File: src/rtl/jk_bank_arbiter_pkg.sv
// Shared definitions for the JK bank arbiter: op encodings, FSM states
// and the per-bit J/K decode used when a latched command is applied.
package jk_pkg;

  localparam logic [1:0] OP_HOLD = 2'b00;
  localparam logic [1:0] OP_RST  = 2'b01;
  localparam logic [1:0] OP_SET  = 2'b10;
  localparam logic [1:0] OP_TGL  = 2'b11;

  typedef enum logic [1:0] {
    ST_IDLE  = 2'b00,
    ST_APPLY = 2'b01,
    ST_ACK   = 2'b10
  } state_e;

  // Decode one command and one mask bit into {J, K}.
  // A cleared mask bit always yields J=K=0 so the bit holds.
  function automatic logic [1:0] jk_decode(input logic [1:0] op, input logic mask_bit);
    logic [1:0] jk;
    case (op)
      OP_HOLD: jk = 2'b00;
      OP_RST:  jk = 2'b01;
      OP_SET:  jk = 2'b10;
      OP_TGL:  jk = 2'b11;
      default: jk = 2'b00;
    endcase
    if (mask_bit) begin
      return jk;
    end else begin
      return 2'b00;
    end
  endfunction

endpackage

File: src/rtl/jk_bank_arbiter_if.sv
// Requester-side bus of the JK bank arbiter. The master modport is the
// side of the control agents, the slave modport is the arbiter itself.
interface jk_bank_arbiter_if #(
  parameter int WIDTH = 8,
  parameter int NREQ  = 4
);
  localparam int IDW = (NREQ > 1) ? $clog2(NREQ) : 1;

  logic [NREQ-1:0]       req;
  logic [2*NREQ-1:0]     op;
  logic [WIDTH*NREQ-1:0] mask;
  logic [NREQ-1:0]       gnt;
  logic [IDW-1:0]        gnt_id;
  logic                  busy;
  logic [WIDTH-1:0]      q;

  modport master (
    output req, op, mask,
    input  gnt, gnt_id, busy, q
  );

  modport slave (
    input  req, op, mask,
    output gnt, gnt_id, busy, q
  );
endinterface

File: src/rtl/jk_bank_arbiter_ff_bank.sv
// Bank of WIDTH JK flip-flops, written only when en is high.
module jk_ff_bank #(
  parameter int WIDTH = 8
) (
  input  logic             clk,
  input  logic             rst,
  input  logic             en,
  input  logic [WIDTH-1:0] j,
  input  logic [WIDTH-1:0] k,
  output logic [WIDTH-1:0] q
);

  logic [WIDTH-1:0] q_q;
  logic [WIDTH-1:0] q_d;

  // JK next-state: set where J only, clear where K only, flip where both.
  always_comb begin
    q_d = (j & ~q_q) | (~k & q_q);
  end

  // Bank storage; reset wins over a pending write.
  always_ff @(posedge clk) begin
    if (rst) begin
      q_q <= {WIDTH{1'b0}};
    end else if (en) begin
      q_q <= q_d;
    end else begin
      q_q <= q_q;
    end
  end

  assign q = q_q;

endmodule

File: src/rtl/jk_bank_arbiter.sv
// Round-robin arbiter/sequencer that serves one requester at a time
// against a shared JK flip-flop bank: IDLE picks and latches a command,
// APPLY loads the bank J/K/enable registers, ACK pulses the grant.
module jk_bank_arbiter
  import jk_pkg::*;
#(
  parameter int WIDTH = 8,
  parameter int NREQ  = 4
) (
  input logic               clk,
  input logic               rst,
  jk_bank_arbiter_if.slave  bus
);

  localparam int IDW = (NREQ > 1) ? $clog2(NREQ) : 1;

  state_e           state_q;
  logic [IDW-1:0]   ptr_q;
  logic [IDW-1:0]   idx_q;
  logic [1:0]       op_q;
  logic [WIDTH-1:0] mask_q;
  logic             en_q;
  logic [WIDTH-1:0] j_q;
  logic [WIDTH-1:0] k_q;
  logic [NREQ-1:0]  gnt_q;
  logic [IDW-1:0]   gnt_id_q;
  logic             busy_q;

  logic             sel_found_d;
  logic [IDW-1:0]   sel_idx_d;
  logic [IDW:0]     sel_sum_d;
  logic [IDW-1:0]   sel_cand_d;
  logic [1:0]       sel_op_d;
  logic [WIDTH-1:0] sel_mask_d;
  logic [WIDTH-1:0] j_d;
  logic [WIDTH-1:0] k_d;
  logic [IDW-1:0]   ptr_next_d;
  logic [WIDTH-1:0] bank_q;

  // Round-robin pick: scan offsets from highest to lowest so the requester
  // closest at-or-after ptr is the last one written and therefore wins.
  always_comb begin
    sel_found_d = 1'b0;
    sel_idx_d   = {IDW{1'b0}};
    sel_sum_d   = {(IDW+1){1'b0}};
    sel_cand_d  = {IDW{1'b0}};
    for (int off = NREQ - 1; off >= 0; off--) begin
      sel_sum_d = {1'b0, ptr_q} + (IDW+1)'(off);
      if (sel_sum_d >= (IDW+1)'(NREQ)) begin
        sel_cand_d = IDW'(sel_sum_d - (IDW+1)'(NREQ));
      end else begin
        sel_cand_d = sel_sum_d[IDW-1:0];
      end
      if (bus.req[sel_cand_d]) begin
        sel_found_d = 1'b1;
        sel_idx_d   = sel_cand_d;
      end else begin
        sel_found_d = sel_found_d;
        sel_idx_d   = sel_idx_d;
      end
    end
  end

  // Extract the chosen requester's op and mask fields from the flat buses.
  always_comb begin
    sel_op_d   = OP_HOLD;
    sel_mask_d = {WIDTH{1'b0}};
    for (int i = 0; i < NREQ; i++) begin
      if (sel_idx_d == IDW'(i)) begin
        sel_op_d   = bus.op[2*i +: 2];
        sel_mask_d = bus.mask[WIDTH*i +: WIDTH];
      end else begin
        sel_op_d   = sel_op_d;
        sel_mask_d = sel_mask_d;
      end
    end
  end

  // Expand the latched command into bank J/K vectors, bit by bit.
  always_comb begin
    j_d = {WIDTH{1'b0}};
    k_d = {WIDTH{1'b0}};
    for (int b = 0; b < WIDTH; b++) begin
      {j_d[b], k_d[b]} = jk_decode(op_q, mask_q[b]);
    end
  end

  // Pointer moves just past the served requester, wrapping at NREQ.
  always_comb begin
    if (idx_q == IDW'(NREQ - 1)) begin
      ptr_next_d = {IDW{1'b0}};
    end else begin
      ptr_next_d = idx_q + IDW'(1);
    end
  end

  // Sequencer FSM; every output (grant, id, busy, bank controls) is a register.
  always_ff @(posedge clk) begin
    if (rst) begin
      state_q  <= ST_IDLE;
      ptr_q    <= {IDW{1'b0}};
      idx_q    <= {IDW{1'b0}};
      op_q     <= OP_HOLD;
      mask_q   <= {WIDTH{1'b0}};
      en_q     <= 1'b0;
      j_q      <= {WIDTH{1'b0}};
      k_q      <= {WIDTH{1'b0}};
      gnt_q    <= {NREQ{1'b0}};
      gnt_id_q <= {IDW{1'b0}};
      busy_q   <= 1'b0;
    end else begin
      case (state_q)
        ST_IDLE: begin
          gnt_q <= {NREQ{1'b0}};
          en_q  <= 1'b0;
          if (sel_found_d) begin
            op_q    <= sel_op_d;
            mask_q  <= sel_mask_d;
            idx_q   <= sel_idx_d;
            state_q <= ST_APPLY;
            busy_q  <= 1'b1;
          end else begin
            state_q <= ST_IDLE;
            busy_q  <= 1'b0;
          end
        end
        ST_APPLY: begin
          // Only the latched copy drives the bank from here on.
          en_q    <= 1'b1;
          j_q     <= j_d;
          k_q     <= k_d;
          gnt_q   <= {NREQ{1'b0}};
          state_q <= ST_ACK;
          busy_q  <= 1'b1;
        end
        ST_ACK: begin
          // Bank captures on this edge, so q is current while gnt is high.
          en_q     <= 1'b0;
          j_q      <= {WIDTH{1'b0}};
          k_q      <= {WIDTH{1'b0}};
          gnt_q    <= {{(NREQ-1){1'b0}}, 1'b1} << idx_q;
          gnt_id_q <= idx_q;
          ptr_q    <= ptr_next_d;
          state_q  <= ST_IDLE;
          busy_q   <= 1'b0;
        end
        default: begin
          en_q    <= 1'b0;
          gnt_q   <= {NREQ{1'b0}};
          state_q <= ST_IDLE;
          busy_q  <= 1'b0;
        end
      endcase
    end
  end

  jk_ff_bank #(
    .WIDTH (WIDTH)
  ) u_bank (
    .clk (clk),
    .rst (rst),
    .en  (en_q),
    .j   (j_q),
    .k   (k_q),
    .q   (bank_q)
  );

  assign bus.gnt    = gnt_q;
  assign bus.gnt_id = gnt_id_q;
  assign bus.busy   = busy_q;
  assign bus.q      = bank_q;

endmodule

File: src/flat_wrapper.sv
// flat-port wrapper written by rule: the top's interface ports become plain ports
module jk_bank_arbiter_flat import jk_pkg::*;
#(
  parameter int WIDTH = 8,
  parameter int NREQ  = 4
)
  (clk, rst, bus_req, bus_op, bus_mask, bus_gnt, bus_gnt_id, bus_busy, bus_q);
  jk_bank_arbiter_if #(.WIDTH(WIDTH), .NREQ(NREQ)) bus_i ();
  input logic clk;
  input logic rst;
  input wire logic [$bits(bus_i.req)-1:0] bus_req;
  input wire logic [$bits(bus_i.op)-1:0] bus_op;
  input wire logic [$bits(bus_i.mask)-1:0] bus_mask;
  output wire logic [$bits(bus_i.gnt)-1:0] bus_gnt;
  output wire logic [$bits(bus_i.gnt_id)-1:0] bus_gnt_id;
  output wire logic [$bits(bus_i.busy)-1:0] bus_busy;
  output wire logic [$bits(bus_i.q)-1:0] bus_q;
  assign bus_i.req = bus_req;
  assign bus_i.op = bus_op;
  assign bus_i.mask = bus_mask;
  assign bus_gnt = bus_i.gnt;
  assign bus_gnt_id = bus_i.gnt_id;
  assign bus_busy = bus_i.busy;
  assign bus_q = bus_i.q;
  jk_bank_arbiter #(.WIDTH(WIDTH), .NREQ(NREQ)) u_core (.clk(clk), .rst(rst), .bus(bus_i));
endmodule
File: config.mk
export PLATFORM = sky130hd
export DESIGN_NAME = jk_bank_arbiter_flat
export DESIGN_NICKNAME = d
export VERILOG_FILES = /design/src/rtl/jk_bank_arbiter_pkg.sv /design/src/rtl/jk_bank_arbiter_if.sv /design/src/rtl/jk_bank_arbiter_ff_bank.sv /design/src/rtl/jk_bank_arbiter.sv /design/src/flat_wrapper.sv
export SDC_FILE = /design/constraint.sdc
export NUM_CORES = 1
export LEC_CHECK = 0
export CORE_UTILIZATION = 50
export CTS_CLUSTER_SIZE = 24
export DETAILED_ROUTE_END_ITERATION = 12
export GPL_TIMING_DRIVEN = 0
export PLACE_DENSITY = 0.82
export SLEW_MARGIN = 20
export SYNTH_ARGS = -nofsm -noshare
export SYNTH_HDL_FRONTEND = slang
export SYNTH_HIERARCHICAL = 1
export SYNTH_SLANG_ARGS = --single-unit
File: constraint.sdc
create_clock -name clk -period 3.7 [get_ports clk]
set_clock_uncertainty 0.05 [all_clocks]
set_input_delay 0.74 -clock clk [delete_from_list [all_inputs] [get_ports clk]]
set_output_delay 0.74 -clock clk [all_outputs]
set_load 0.005 [all_outputs]
==> summary.md, run 1 <==
| Metric | Value |
|---|---|
| Post-synth top area cell | `dfxtp_1` |
| Worst Hold Launch | `u_core/k_q[4]` |
| Final instance area | `a little over 3000 um^2` |
| Crit Path Class | `in2reg` |
| Critical path's top delay family | `compound AO/OA/AOI/OAI gates` |
| Pwr per Cell Area | `roughly 370 nW/um^2` |
| Max Clock Freq | `a little under 400 MHz` |
| Endpoints failing setup | `0` |
| Routed WL | `about 5000 um` |
| CTS hold repair buffers | `0` |
| Hold Vio Cnt, Final | `0` |
| Core ar. | `between 4000 and 5000 um^2` |
| Syn_nets | `roughly 290` |
| Synth area leaders | `dfxtp_1, nand2b_1, a21oi_1` |
| Worst path buffer plus inverter count | `1` |
| Chip height | `~70 um` |
| First-pass GRT wire length | `around 8300 um` |
| P&R area growth vs syn | `33.50%` |
| Die area | `4831 um^2` |
| Skew-Pair Late Insertion Delay | `~0.30 ns` |
| ANT cells | `0` |
| Root Buffer | `clkbuf_8` |
| Cells after synthesis | `238` |
| Detail Route Antenna Nets | `0` |
| PostCTS Resize Cnt | `0` |
| WL per Instance | `~14 um` |
| Startpoint Class | `primary input` |
| Arrival time at the worst endpoint | `2.66 ns` |
| Post-route minimum period | `around 2.5 ns` |
| Outcome | `complete, no violations` |
| DR iter-0 viols | `96` |
| Worst Path Required | `3.84 ns` |
| Max-Cap Viols | `0` |
| Reg clk slew, reported paths | `roughly 0.09 ns` |
| Antenna violations before repair | `0` |
| Gr usage total | `between 20% and 30%` |
| Seq cells post-synth | `48` |
| Largest net degree at the start of global routing | `16` |
| Distinct cell type count after synthesis | `33` |
| Hold slack | `approximately 0.42 ns` |
| Slowest-stage cell, CP | `o41ai_1` |
| Placed Instance Area | `2944 um^2` |
| Vias in the first global route | `between 1500 and 2000` |
| Congestion Overflow GR | `0` |
| Fraction of layout cells with a size suffix above 1 | `between 10% and 20%` |
| Setup Buffers After CTS | `0` |
| Drt drc | `0` |
| Min-delay worst type | `reg2reg` |
| IO Pins | `between 60 and 70` |
| Via count | `slightly below 2000` |
| Ys Warns | `6` |
| Vias per cell | `~5.4` |
| Fin crit share | `just under 70%` |
| DIE WIDTH | `69.51 um` |
| Area of the multi-input gates | `around 1200 um^2` |
| Worst-case clock buffer depth | `2` |
| Setup ws final | `approximately 1.2 ns` |
| Syn Area/Cell | `about 9.6 um^2` |
| Layout fillers | `around 340` |
| CTS H-tree depth | `2` |
| Pre-CTS setup slack | `roughly 0.89 ns` |
| Final Slew Violations | `0` |
| Row count | `24` |
| HPWL Detailed | `3806 um` |
| Nets | `roughly 360` |
| CP Max Fanout | `5` |
| Post-synthesis cell area | `2278 um^2` |
| Rel. slew slack | `35.07%` |
| Port Buf Inserts | `60` |
| Slew at the pin closest to its max-slew limit | `between 0.9 and 1 ns` |
| Crit path cell chain | `clkdlybuf4s50_1, o41ai_1, nor2_1, or2_2` |
| RSZ-0062 raised after global routing | `false` |
| Reg2reg start | `u_core/state_q[0]` |
| Area share of the largest cell type after synthesis | `a little over two fifths` |
| TritonCTS Buffers | `5` |
| CTS Sinks | `48` |
| CP max stage delay | `0.91 ns` |
| CP Capture Type | `flop` |
| Final GP Congestion | `between 0.8 and 0.9` |
| DRT Pass-1 Iters | `4` |
| Leakage power | `~1.1 nW` |
| Setup TNS | `0 ns` |
| Register area | `roughly 960 um^2` |
| CP startpoint | `bus_req[1]` |
| Starting Density | `a little over half` |
| Sequential area share after synthesis | `between 40% and 50%` |
| Worst VDD drop | `0.2606 mV` |
| CTS tree | `done` |
[power by group]
part	switching, mW	total, mW	internal [mW]
Combinational	0.118	0.248	0.130
Clock	0.175	0.327	0.151
Sequential	0.0204	0.565	0.545
Total	0.314	1.14	0.826
[cell usage after synthesis]
library cell / number
mux2_2: 4
nor2b_1: 5
nor2_1: 24
a21oi_1: 28
clkbuf_1: 8
a21oi_2: 1
nand2b_1: 23
mux2_4: 4
buf_12: 1
nor3_1: 2
a21o_1: 1
buf_1: 2
inv_1: 5
o22ai_1: 5
a31oi_2: 1
or2_2: 1
mux2i_1: 7
nand2_1: 6
o22a_4: 1
a21bo_1: 2
o221ai_1: 2
buf_6: 2
o41ai_1: 1
o22ai_2: 4
buf_4: 1
nand3b_1: 10
a2111oi_2: 8
a21bo_2: 6
dfxtp_1: 48
nand3_1: 17
a211oi_2: 1
buf_2: 3
ha_1: 4
[final timing paths]
check                                         to  depth (start not counted)  slack [ns]
worst max-delay path             u_core/bus.busy                          4        1.17
worst max register to register  u_core/mask_q[4]                          7        1.74
worst min register to register     u_core/k_q[4]                          2        0.42
worst min-delay path               u_core/k_q[4]                          2        0.42
[layer usage]
layer / up-vias / routed length [um] / GRT usage, %
met1: 895 / 2161 / 27.05
met3: 5 / 332 / 3.634
li1: 981 / - / -
met5: - / 0 / 0
met2: 67 / 2504 / 37.32
met4: 0 / 48 / 7.256
[final cells by class]
cell class	count	area share, %
Multi-Input combinational cell	168	39.33
Sequential cell	48	31.59
Timing Repair Buffer	60	19.74
Buffer	17	3.373
Clock buffer	6	2.715
Tap cell	52	2.139
Inverter	5	0.6170
Clock inverter	2	0.4936
[cell families after synthesis]
logic type / after synthesis / share of synthesized area (%)
fa+ha+maj: 4 / 2.197
compound gates: 61 / 22.24
simple gates: 88 / 20.37
mux: 15 / 7.688
flops: 48 / 42.17
buf+inv: 22 / 5.327
[worst reg2reg max path, delay by kind of cell (launching register included)]
family	cells	cell delay, ns
compound gates	2	0.51
fa+ha+maj	1	0.19
buf+inv	2	0.14
flops	1	0.32
simple gates	2	0.63
[state kept, by name, summed over array words and instances (netlist names), 2 cells and up]
| name | cells |
|---|---|
| u_core/mask_q | 8 |
| u_core/state_q | 2 |
| u_core/ptr_q | 2 |
| u_core/bus.gnt_id | 2 |
| u_core/bus.gnt | 4 |
| u_core/op_q | 2 |
| u_core/k_q | 8 |
| u_core/idx_q | 2 |
| u_core/u_bank/q | 8 |
| u_core/j_q | 8 |
[placed cells by master (no fill, tap or decap), types with 2 or more instances in the layout]
master and count:
a2111oi_2 8, a21bo_1 2, a21bo_2 6, a21oi_1 28, buf_1 2, buf_2 3
buf_6 2, clkbuf_1 8, clkbuf_8 6, clkdlybuf4s50_1 60, clkinvlp_4 2, dfxtp_1 48
ha_1 4, inv_1 5, mux2_2 4, mux2_4 4, mux2i_1 7, nand2_1 6
nand2b_1 23, nand3_1 17, nand3b_1 10, nor2_1 24, nor2b_1 5, nor3_1 2
o221ai_1 2, o22ai_1 5, o22ai_2 4
[stage by stage]
step | power (mW) | instances | util, %
5_1_grt | 1.190 | 358 | 69.86
6_report | 1.139 | 358 | 69.86
2_1_floorplan | 0.7279 | 238 | -
3_3_place_gp | 0.8169 | 350 | 67.61
4_1_cts | 1.144 | 358 | 69.86
3_5_place_dp | 0.8228 | 350 | 67.61
Note: power is estimated with default switching activity, not from simulation.
==> inputs of run 2 (changes only) <==
Settings changed: CORE_UTILIZATION 50 to 43, PLACE_DENSITY 0.82 to 0.75.
Clock period 3.7 ns to 2.3 ns, I/O delays scaled along.
==> run 2 against run 1 <==
Against the previous run: utilization decreased by 8.9 points; sequential share of layout area fell by 0.75 points; cell count grew 5.0%; largest power group unchanged; global-route usage fell by 0.91 points; setup slack got worse by 1.0 ns; routed wire length grew 2.1%; largest cell class unchanged; clock power is 120% higher; highest routed layer unchanged; cell area grew 2.4%; count of clock-buffer cells in the layout down 1; register-to-register slack got worse by 1.3 ns; worst hold slack gained 0.0032 ns.
==> summary.md, run 2 (synthesized netlist as in run 1, its figures left out) <==
| Metric | Value |
|---|---|
| P_int | `between 1.5 and 2 mW` |
| Worst Path Required | `between 2 and 2.5 ns` |
| Outcome | `complete, no violations` |
| CTS H-tree depth | `2` |
| TritonCTS Buffers | `5` |
| Vias in the first global route | `between 1500 and 2000` |
| IO Pins | `61` |
| Rel. slew slack | `40.65%` |
| Hold Vio Cnt, Final | `0` |
| Antenna violations before repair | `0` |
| Overall Power | `slightly above 2 mW` |
| Worst VDD drop | `0.3946 mV` |
| P_sw | `a little over 500 uW` |
| Setup TNS | `0 ns` |
| Slowest-stage cell, CP | `o41ai_1` |
| Chip height | `74.79 um` |
| Startpoint Class | `primary input` |
| CTS tree | `done` |
| Vias per cell | `about 5.2` |
| DIE WIDTH | `74.79 um` |
| Nets | `roughly 360` |
| Placed Instance Area | `between 2000 and 3000 um^2` |
| Most frequent cells in the layout | `clkdlybuf4s50_1, dfxtp_1, a21oi_1` |
| Setup Buffers After CTS | `0` |
| Final GP Congestion | `between 0.9 and 1` |
| Most common cell after layout, fill and taps aside | `clkdlybuf4s50_1` |
| ANT cells | `0` |
| Area of the multi-input gates | `between 1000 and 1500 um^2` |
| DRT Pass-1 Iters | `6` |
| Sw Ratio | `25.20%` |
| Congestion Overflow GR | `0` |
| First-pass GRT wire length | `approximately 8700 um` |
| Slew at the pin closest to its max-slew limit | `approximately 0.9 ns` |
| Crit path cell chain | `clkdlybuf4s50_1, o41ai_1, nor2_1, or2_2` |
| Largest net degree at the start of global routing | `17` |
| Skew-Pair Late Insertion Delay | `0.29 ns` |
| Die area | `roughly 5600 um^2` |
| WL per Instance | `13.70 um` |
| Endpoints failing setup | `0` |
| PostCTS Resize Cnt | `0` |
| Row count | `26` |
| Layout fillers | `approximately 460` |
| CP max stage delay | `about 0.85 ns` |
| Pre-CTS setup slack | `-0.2244 ns` |
| Seq pwr share | `between 40% and 50%` |
| Drt drc | `0` |
| Register area | `approximately 960 um^2` |
| CP Max Fanout | `5` |
| Crit Path Class | `in2reg` |
| Final Instance Count excl. Fillers | `about 380` |
| Hold slack | `roughly 0.43 ns` |
| Max-Cap Viols | `0` |
| RSZ-0062 raised after global routing | `true` |
| Starting Density | `44.61%` |
| Post-route minimum period | `about 2.2 ns` |
| DR iter-0 viols | `92` |
| Fraction of layout cells with a size suffix above 1 | `about 15%` |
| Setup ws final | `between 0.1 and 0.15 ns` |
| Min-delay worst type | `reg2reg` |
| Fin crit share | `94.49%` |
| P&R area growth vs syn | `36.74%` |
| Via count | `around 2000` |
| Util after Layout | `roughly three fifths` |
| Arrival time at the worst endpoint | `2.31 ns` |
| Reg clk slew, reported paths | `about 0.09 ns` |
| HPWL Detailed | `around 3900 um` |
| Final instance area | `3115 um^2` |
| Final Slew Violations | `0` |
| Detail Route Antenna Nets | `0` |
| CTS hold repair buffers | `0` |
| Routed WL | `between 5000 and 6000 um` |
| Placed Cells | `approximately 370` |
| Worst path buffer plus inverter count | `1` |
| Root Buffer | `clkbuf_8` |
| Port Buf Inserts | `60` |
| Clock Power Share | `35.7%` |
| CTS Sinks | `48` |
| Pwr per Cell Area | `654.2 nW/um^2` |
| Max Clock Freq | `roughly 460 MHz` |
| CP Capture Type | `flop` |
| Gr usage total | `between 20% and 30%` |
| Critical path's top delay family | `compound AO/OA/AOI/OAI gates` |
| Core ar. | `between 5000 and 6000 um^2` |
| Combinational share of power | `19.7%` |
| Leakage power | `roughly 1.1 nW` |
| Worst-case clock buffer depth | `2` |
-- run 2: cell count changes in the layout (fill, tap and decap cells not counted), sizes merged --
cell and change:
buf -1, bufinv +2, clkinvlp -2, inv +1
-- run 2: metal layers --
layer / track usage [%] / up-vias / routed length (um)
li1: - / 978 / -
met1: 26.47 / 925 / 2412
met2: 35.24 / 55 / 2476
met3: 4.685 / 6 / 213
met4: 5.031 / 0 / 47
met5: 0 / - / 0
-- run 2: layout make-up --
class / count / area share [%]
Tap cell: 70 / 2.811
Buffer: 17 / 3.373
Clock buffer: 5 / 2.209
Sequential cell: 48 / 30.84
Inverter: 5 / 0.6024
Multi-Input combinational cell: 168 / 38.67
Clock inverter: 3 / 2.209
Timing Repair Buffer: 60 / 19.28
-- run 2: worst register-to-register path: cells and delay by family (launching register included) --
| family | cells | cell delay (ns) |
|---|---|---|
| compound gates | 4 | 0.88 |
| buf+inv | 1 | 0.30 |
| flops | 1 | 0.41 |
| simple gates | 1 | 0.14 |
-- run 2: power by group through the flow --
| stage | Clock, mW | Combinational, mW | Sequential, mW |
|---|---|---|---|
| 2_1_floorplan | 0 | 0.253 | 0.919 |
| 3_3_place_gp | 0 | 0.391 | 0.928 |
| 3_5_place_dp | 0 | 0.396 | 0.928 |
| 4_1_cts | 0.742 | 0.399 | 0.909 |
| 5_1_grt | 0.781 | 0.440 | 0.914 |
| 6_report | 0.727 | 0.402 | 0.909 |
-- run 2: final timing paths --
path	start	endpoint	slack, ns	cells after the start
hold / removal	u_core/k_q[4]	u_core/k_q[4]	0.43	2
setup reg to reg	u_core/ptr_q[0]	u_core/mask_q[5]	0.44	6
hold reg to reg	u_core/k_q[4]	u_core/k_q[4]	0.43	2
setup / recovery	bus_req[1]	u_core/bus.busy	0.13	4
